==> src/rtl/mul_ctrl_hilo.sv <==
// Sequencer and HI/LO register file for the shift-add unsigned multiplier.
// Runs LOAD -> N_ITER x MULTU -> OUT -> capture, and serves MFHI/MFLO reads.
module mul_ctrl_hilo #(
    parameter int         N_ITER  = 32,
    parameter logic [5:0] F_MULTU = 6'b011001,
    parameter logic [5:0] F_MFHI  = 6'b010000,
    parameter logic [5:0] F_MFLO  = 6'b010010,
    parameter logic [5:0] C_LOAD  = 6'b000000,
    parameter logic [5:0] C_OUT   = 6'b111111
) (
    input  logic        clk,
    input  logic        reset,
    input  logic        start,
    input  logic [5:0]  funct,
    input  logic [31:0] srcA,
    input  logic [31:0] srcB,
    output logic [5:0]  mul_signal,
    output logic [31:0] mul_dataA,
    output logic [31:0] mul_dataB,
    input  logic [63:0] mul_dataOut,
    output logic        busy,
    output logic        done,
    output logic [31:0] hi,
    output logic [31:0] lo,
    output logic [31:0] rd_data
);

    typedef enum logic [2:0] {
        S_IDLE,
        S_LOAD,
        S_RUN,
        S_OUTP,
        S_CAPT
    } state_t;

    localparam logic [5:0] CNT_LAST = 6'(N_ITER - 1);

    state_t      state_q, state_d;
    logic [5:0]  cnt_q, cnt_d;
    logic [5:0]  sig_q, sig_d;
    logic [31:0] data_a_q, data_a_d;
    logic [31:0] data_b_q, data_b_d;
    logic [31:0] hi_q, hi_d;
    logic [31:0] lo_q, lo_d;
    logic [31:0] rd_q, rd_d;
    logic        done_q, done_d;

    always_comb begin
        state_d  = state_q;
        cnt_d    = cnt_q;
        data_a_d = data_a_q;
        data_b_d = data_b_q;
        hi_d     = hi_q;
        lo_d     = lo_q;
        rd_d     = rd_q;
        done_d   = 1'b0;

        case (state_q)
            S_IDLE: begin
                if (start) begin
                    if (funct == F_MULTU) begin
                        data_a_d = srcA;
                        data_b_d = srcB;
                        state_d  = S_LOAD;
                    end else if (funct == F_MFHI) begin
                        rd_d   = hi_q;
                        done_d = 1'b1;
                    end else if (funct == F_MFLO) begin
                        rd_d   = lo_q;
                        done_d = 1'b1;
                    end
                end
            end
            S_LOAD: begin
                cnt_d   = 6'd0;
                state_d = S_RUN;
            end
            S_RUN: begin
                cnt_d = cnt_q + 6'd1;
                if (cnt_q == CNT_LAST) begin
                    state_d = S_OUTP;
                end
            end
            S_OUTP: begin
                state_d = S_CAPT;
            end
            S_CAPT: begin
                hi_d    = mul_dataOut[63:32];
                lo_d    = mul_dataOut[31:0];
                done_d  = 1'b1;
                state_d = S_IDLE;
            end
            default: begin
                state_d = S_IDLE;
            end
        endcase

        // The multiplier code follows the state being entered so it is aligned with it.
        case (state_d)
            S_RUN:          sig_d = F_MULTU;
            S_OUTP, S_CAPT: sig_d = C_OUT;
            default:        sig_d = C_LOAD;
        endcase
    end

    always_ff @(posedge clk) begin
        if (reset) begin
            state_q  <= S_IDLE;
            cnt_q    <= 6'd0;
            sig_q    <= C_LOAD;
            data_a_q <= 32'd0;
            data_b_q <= 32'd0;
            hi_q     <= 32'd0;
            lo_q     <= 32'd0;
            rd_q     <= 32'd0;
            done_q   <= 1'b0;
        end else begin
            state_q  <= state_d;
            cnt_q    <= cnt_d;
            sig_q    <= sig_d;
            data_a_q <= data_a_d;
            data_b_q <= data_b_d;
            hi_q     <= hi_d;
            lo_q     <= lo_d;
            rd_q     <= rd_d;
            done_q   <= done_d;
        end
    end

    assign mul_signal = sig_q;
    assign mul_dataA  = data_a_q;
    assign mul_dataB  = data_b_q;
    assign busy       = (state_q != S_IDLE);
    assign done       = done_q;
    assign hi         = hi_q;
    assign lo         = lo_q;
    assign rd_data    = rd_q;

endmodule

==> config.mk <==
export PLATFORM = sky130hd
export DESIGN_NAME = mul_ctrl_hilo
export DESIGN_NICKNAME = d
export VERILOG_FILES = /design/src/rtl/mul_ctrl_hilo.sv
export SDC_FILE = /design/constraint.sdc
export NUM_CORES = 1
export LEC_CHECK = 0
export BUFFER_PORTS_ARGS = -buffer_cell sky130_fd_sc_hd__buf_2
export CAP_MARGIN = 40
export CORE_MARGIN = 3
export CORE_UTILIZATION = 42
export CTS_CLUSTER_DIAMETER = 200
export CTS_CLUSTER_SIZE = 30
export DETAILED_ROUTE_END_ITERATION = 16
export PLACE_DENSITY_LB_ADDON = 0.15
export SYNTH_ARGS = -nofsm -noshare
export SYNTH_HDL_FRONTEND = slang
export SYNTH_SLANG_ARGS = --single-unit
==> constraint.sdc <==
create_clock -name clk -period 1.45 [get_ports clk]
set_clock_uncertainty 0.05 [all_clocks]
set_input_delay 0.0725 -clock clk [delete_from_list [all_inputs] [get_ports clk]]
set_output_delay 0.0725 -clock clk [all_outputs]
set_load 0.05 [all_outputs]
Word-level counts from Yosys, hierarchy flattened --
Index checks and enable logic that the tools add are counted.
Storage, ports and cells: bits in registers 176, bits of input ports 137, word-level logic and storage cells 42
Cells by class: $add $sub $neg 1, eq/ne operators 11, multiplexer cells 13, bitwise logic cells 1, reduce and logical (&&, ||, !) cells 7
Operator list (count):
- 32-bit two-way mux | 2
- 6-bit by 5-bit == test with 1-bit output, second input constant | 4
- 6-bit case mux with 2 select lines | 2
- 3-bit by 2-bit == test with 1-bit output, second input constant | 4
- 3-bit case mux with 4 select lines | 1
- 3-bit two-way mux | 3
- 6-bit by 1-bit adder with 6-bit output, second input constant | 1
- 3-bit == test, second input constant | 2
- 1-bit two-way mux | 4
- 4-bit AND reduction | 1
- 2-bit nonzero test | 2
- 3-bit by 1-bit == test with 1-bit output, second input constant | 1
- 3-bit zero test | 1
- 3-bit AND reduction | 1
- 3-bit nonzero test | 1
- 1-bit case mux with 2 select lines | 1
- 2-bit OR reduction | 1
- 1-bit inverter | 1

Logic depth before layout (Yosys ltp) --
word-level depth 7, gate-level depth with buffers 7, depth with buffers taken out 5

Worst setup path after synthesis --
Ideal clock, no wire load.
path kind flip-flop to flip-flop, start register state_q[2], end register rd_q[10], in the netlist rd_data[10], arrival 1348 ps, data required time 1309 ps, setup slack -38 ps, stages on the path, launching flop included 8, period minus slack after synthesis 1488 ps, cells stage by stage dfxtp_1 -> clkbuf_1 -> nor3_2 -> and4_1 -> buf_4 -> buf_6 -> nor2_1 -> a311oi_1
On the way: cells in the longest elaborated chain, start to end 2
RTL lines:
- start, declared | RTL line 38 | state_t state_q, state_d;
- start signal, assigned | RTL line 118 | state_q <= state_d;
- 3-bit zero test | RTL line 58 | case (state_q)
- 4-bit AND reduction (no source line)
- end signal, assigned | RTL line 125 | rd_q <= rd_d;
- end, declared | RTL line 45 | logic [31:0] rd_q, rd_d;
No other way between the ends. A chain may end at the register's enable or synchronous reset.

Worst setup path in the final report --
start register state_q[1], end register data_a_q[1], in the netlist mul_dataA[1]
On the way: cells in the longest elaborated chain, start to end 2
RTL lines:
- 3-bit zero test | RTL line 58
- 3-bit AND reduction (no source line)
- end signal, assigned | RTL line 121 | data_a_q <= data_a_d;
- end, declared | RTL line 41 | logic [31:0] data_a_q, data_a_d;
No other way between the ends.

==> summary.md <==
| Metric | Value |
|---|---|
| Status | finished, violations left |
| Failing checks | setup timing |
| Die ar. | 0.0167 sq mm |
| Most common flop cell mapped by yosys | dfxtp_1 |
| HP Class | input port to register |
| Root Driver | clkbuf_16 |
| Setup_tns | -6760 ps |
| Die X | 129 um |
| Worst-path clk slew | around 70 ps |
| Initial DRC Count | 512 |
| Final setup viols | 100 |
| Initial Utilization | 43.4% |
| Largest net degree at the start of global routing | 67 |
| Hold slack | 45.0 ps |
| Clock Path Buffers | 2 |
| Crit Path Class | register to register |
| Slowest stage cell, crit path | dfxtp_4 |
| Min Tclk post-route | 1620 ps |
| Max-slew violation count | 0 |
| Clock latency on the worst-skew pair | 430 ps |
| Drt first pass iters | 5 |
| DP Area | slightly above 0.008 sq mm |
| Crit path buffers/inverters | 3 |
| Hold Vio Cnt, Final | 0 |
| Mapped Area | 0.00638 sq mm |
| Layout area overhead | 73.3% |
| Mapped Nets | 954 |
| NumNets Final | 1,398 |
| CP required | 1750 ps |
| Most common cell after layout, fill and taps aside | buf_2 |
| Syn Area/Cell | about 7.8 sq um |
| Sequential area share after synthesis | 54.0% |
| Arr. time, crit path | around 1900 ps |
| Fmax | 617 MHz |
| Crit Path Max Fanout | 9 |
| Yosys reg bits | between 150 and 200 |
| Routed len/inst | about 18 um |
| Slew HR | 69.3% |
| Core box area | 0.0147 sq mm |
| Vias | ~7,600 |
| RSZ-0062 raised after global routing | true |
| CP delay by family, top | simple AND/OR/NAND/NOR gates |
| Post-synth EDFFs | 0 |
| Final Core Density | 75.2% |
| CTS tree | done |
| Period utilization | 112% |
| Leak Pwr | 0.00470 uW |
| Detailed-route DRC error count | 0 |
| CTS Buf Count | 17 |
| Antenna cell count | 0 |
| CP endpoint kind | register |
| Total power | 10,200 uW |
| PnR worst setup slack | -171 ps |
| Design area | around 0.011 sq mm |
| Overflow after GRT | 0 |
| Vert. Die Dim | 129 um |
| Post-route ant nets | 0 |
| CP Cell Sequence | nor3_4, buf_4, and4_4, buf_12, clkbuf_16, nand2_1, a21oi_1 |
| FP Rows | 44 |
| Pwr per Cell Area | 921 mW/mm^2 |
| I/O pin cnt | between 300 and 400 |
| Yosys warns | 0 |
| Startpoint types | register |
| Routed wire length | approximately 26,000 um |
| H-tree depth | 4 |
| Cells after synthesis | between 800 and 900 |
| First-pass GRT wire length | 35,000 um |
| CP max stage delay | ~360 ps |
| Worst IR Drop VDD | approximately 1200 uV |
| Initial antenna violation count | 0 |
| Max-cap violations | 0 |
| Number of global-route vias before repair | 6,944 |
| Final GP Congestion | 0.797 |
| Detailed placement HPWL | 13,600 um |
| GRT Overall Usage | approximately a quarter |
| Fraction of layout cells with a size suffix above 1 | 39.7% |
| # clock sinks | 172 |
| Port Buf Inserts | 304 |
| Synth cell types | 33 |
| Commonest non-fill, non-tap cells in the layout | buf_2, nand2_1, dfxtp_1 |
| Async set-reset flop share out of synthesis | 0% |
| Via/cell ratio | 5.20 |
| Slew at the pin closest to its max-slew limit | 461 ps |
==> final cells by class <==
class	instances	area, sq um
Sequential cell	172	3450
Tap cell	184	230
Clock buffer	18	439
Inverter	3	11.3
Clock inverter	14	158
Multi-Input combinational cell	574	3080
Timing Repair Buffer	492	3680
Fill cell	1001	3650
==> metrics by stage <==
step,std cells,worst slack [ps]
after floorplan,816,2.40
after global placement,1268,-84.8
after detailed placement,1268,-123
after CTS,1441,-76.4
after global routing,1457,-234
final,1457,-171
==> cell families (layout without fill, tap and decap cells) <==
group / after synthesis / count (layout) / share of synthesized area, %
simple gates: 390 / 390 / 24.2
compound gates: 182 / 182 / 16.4
flops: 172 / 172 / 54.0
buf+inv: 70 / 527 / 5.06
fa+ha+maj: 1 / 1 / 0.196
xor+xnor: 1 / 1 / 0.137
==> state kept, by name, indices dropped and copies added, names as in the netlist <==
signal / cells
cnt_q: 6
done: 1
hi: 32
lo: 32
mul_dataA: 32
mul_dataB: 32
mul_signal: 2
rd_data: 32
state_q: 3
==> layer usage <==
layer	GRT usage, %	wire length, um	vias up
met3	7.38	2070	65
met5	0	0	-
met4	11.6	804	0
li1	-	-	3587
met1	28.8	9520	3568
met2	47.3	13400	362
==> cell usage after synthesis, types with 2 or more instances <==
cell type    n  area share [%]
nand2_1    327              19
dfxtp_1    172              54
a21oi_1    134              11
clkbuf_1    39             2.3
nor2_1      36             2.1
a311oi_1    32             4.4
buf_2       21             1.6
o21ai_0     10            0.78
buf_4        5            0.59
nor3_1       4            0.31
inv_1        3            0.18
nand2b_1     3            0.29
nand3_1      3            0.24
nor2b_1      3            0.29
nor4_1       3            0.29
and2_1       2            0.20
and4_1       2            0.27
buf_6        2            0.35
==> path summary, 6_finish.rpt <==
kind	from	to	slack, ps	cells past startpoint
max	state_q[1]$_SDFF_PP0_	mul_dataA[1]$_SDFFE_PP0P_	-170	7
min	reset	hi[6]$_SDFFE_PP0P_	50	2
max reg2reg	state_q[1]$_SDFF_PP0_	mul_dataA[1]$_SDFFE_PP0P_	-170	7
min reg2reg	mul_dataB[13]$_SDFFE_PP0P_	mul_dataB[13]$_SDFFE_PP0P_	400	2
==> power by group <==
group          switching, uW  internal, uW
logic                    356           429
clock network           2020          2620
registers               12.2          4740
total                   2390          7790
==> what timing repair did <==
| action | in CTS | in global routing |
|---|---|---|
| buffers inserted | 8 | 11 |
| setup endpoints to repair | 150 | 127 |
| pin swaps | 6 | 36 |
| resized for setup | 35 | 128 |
| gates cloned | 5 | 9 |
| endpoints found under the hold margin | 128 | 0 |
| hold buffers | 128 | 0 |
(Power assumes the default switching activity.)
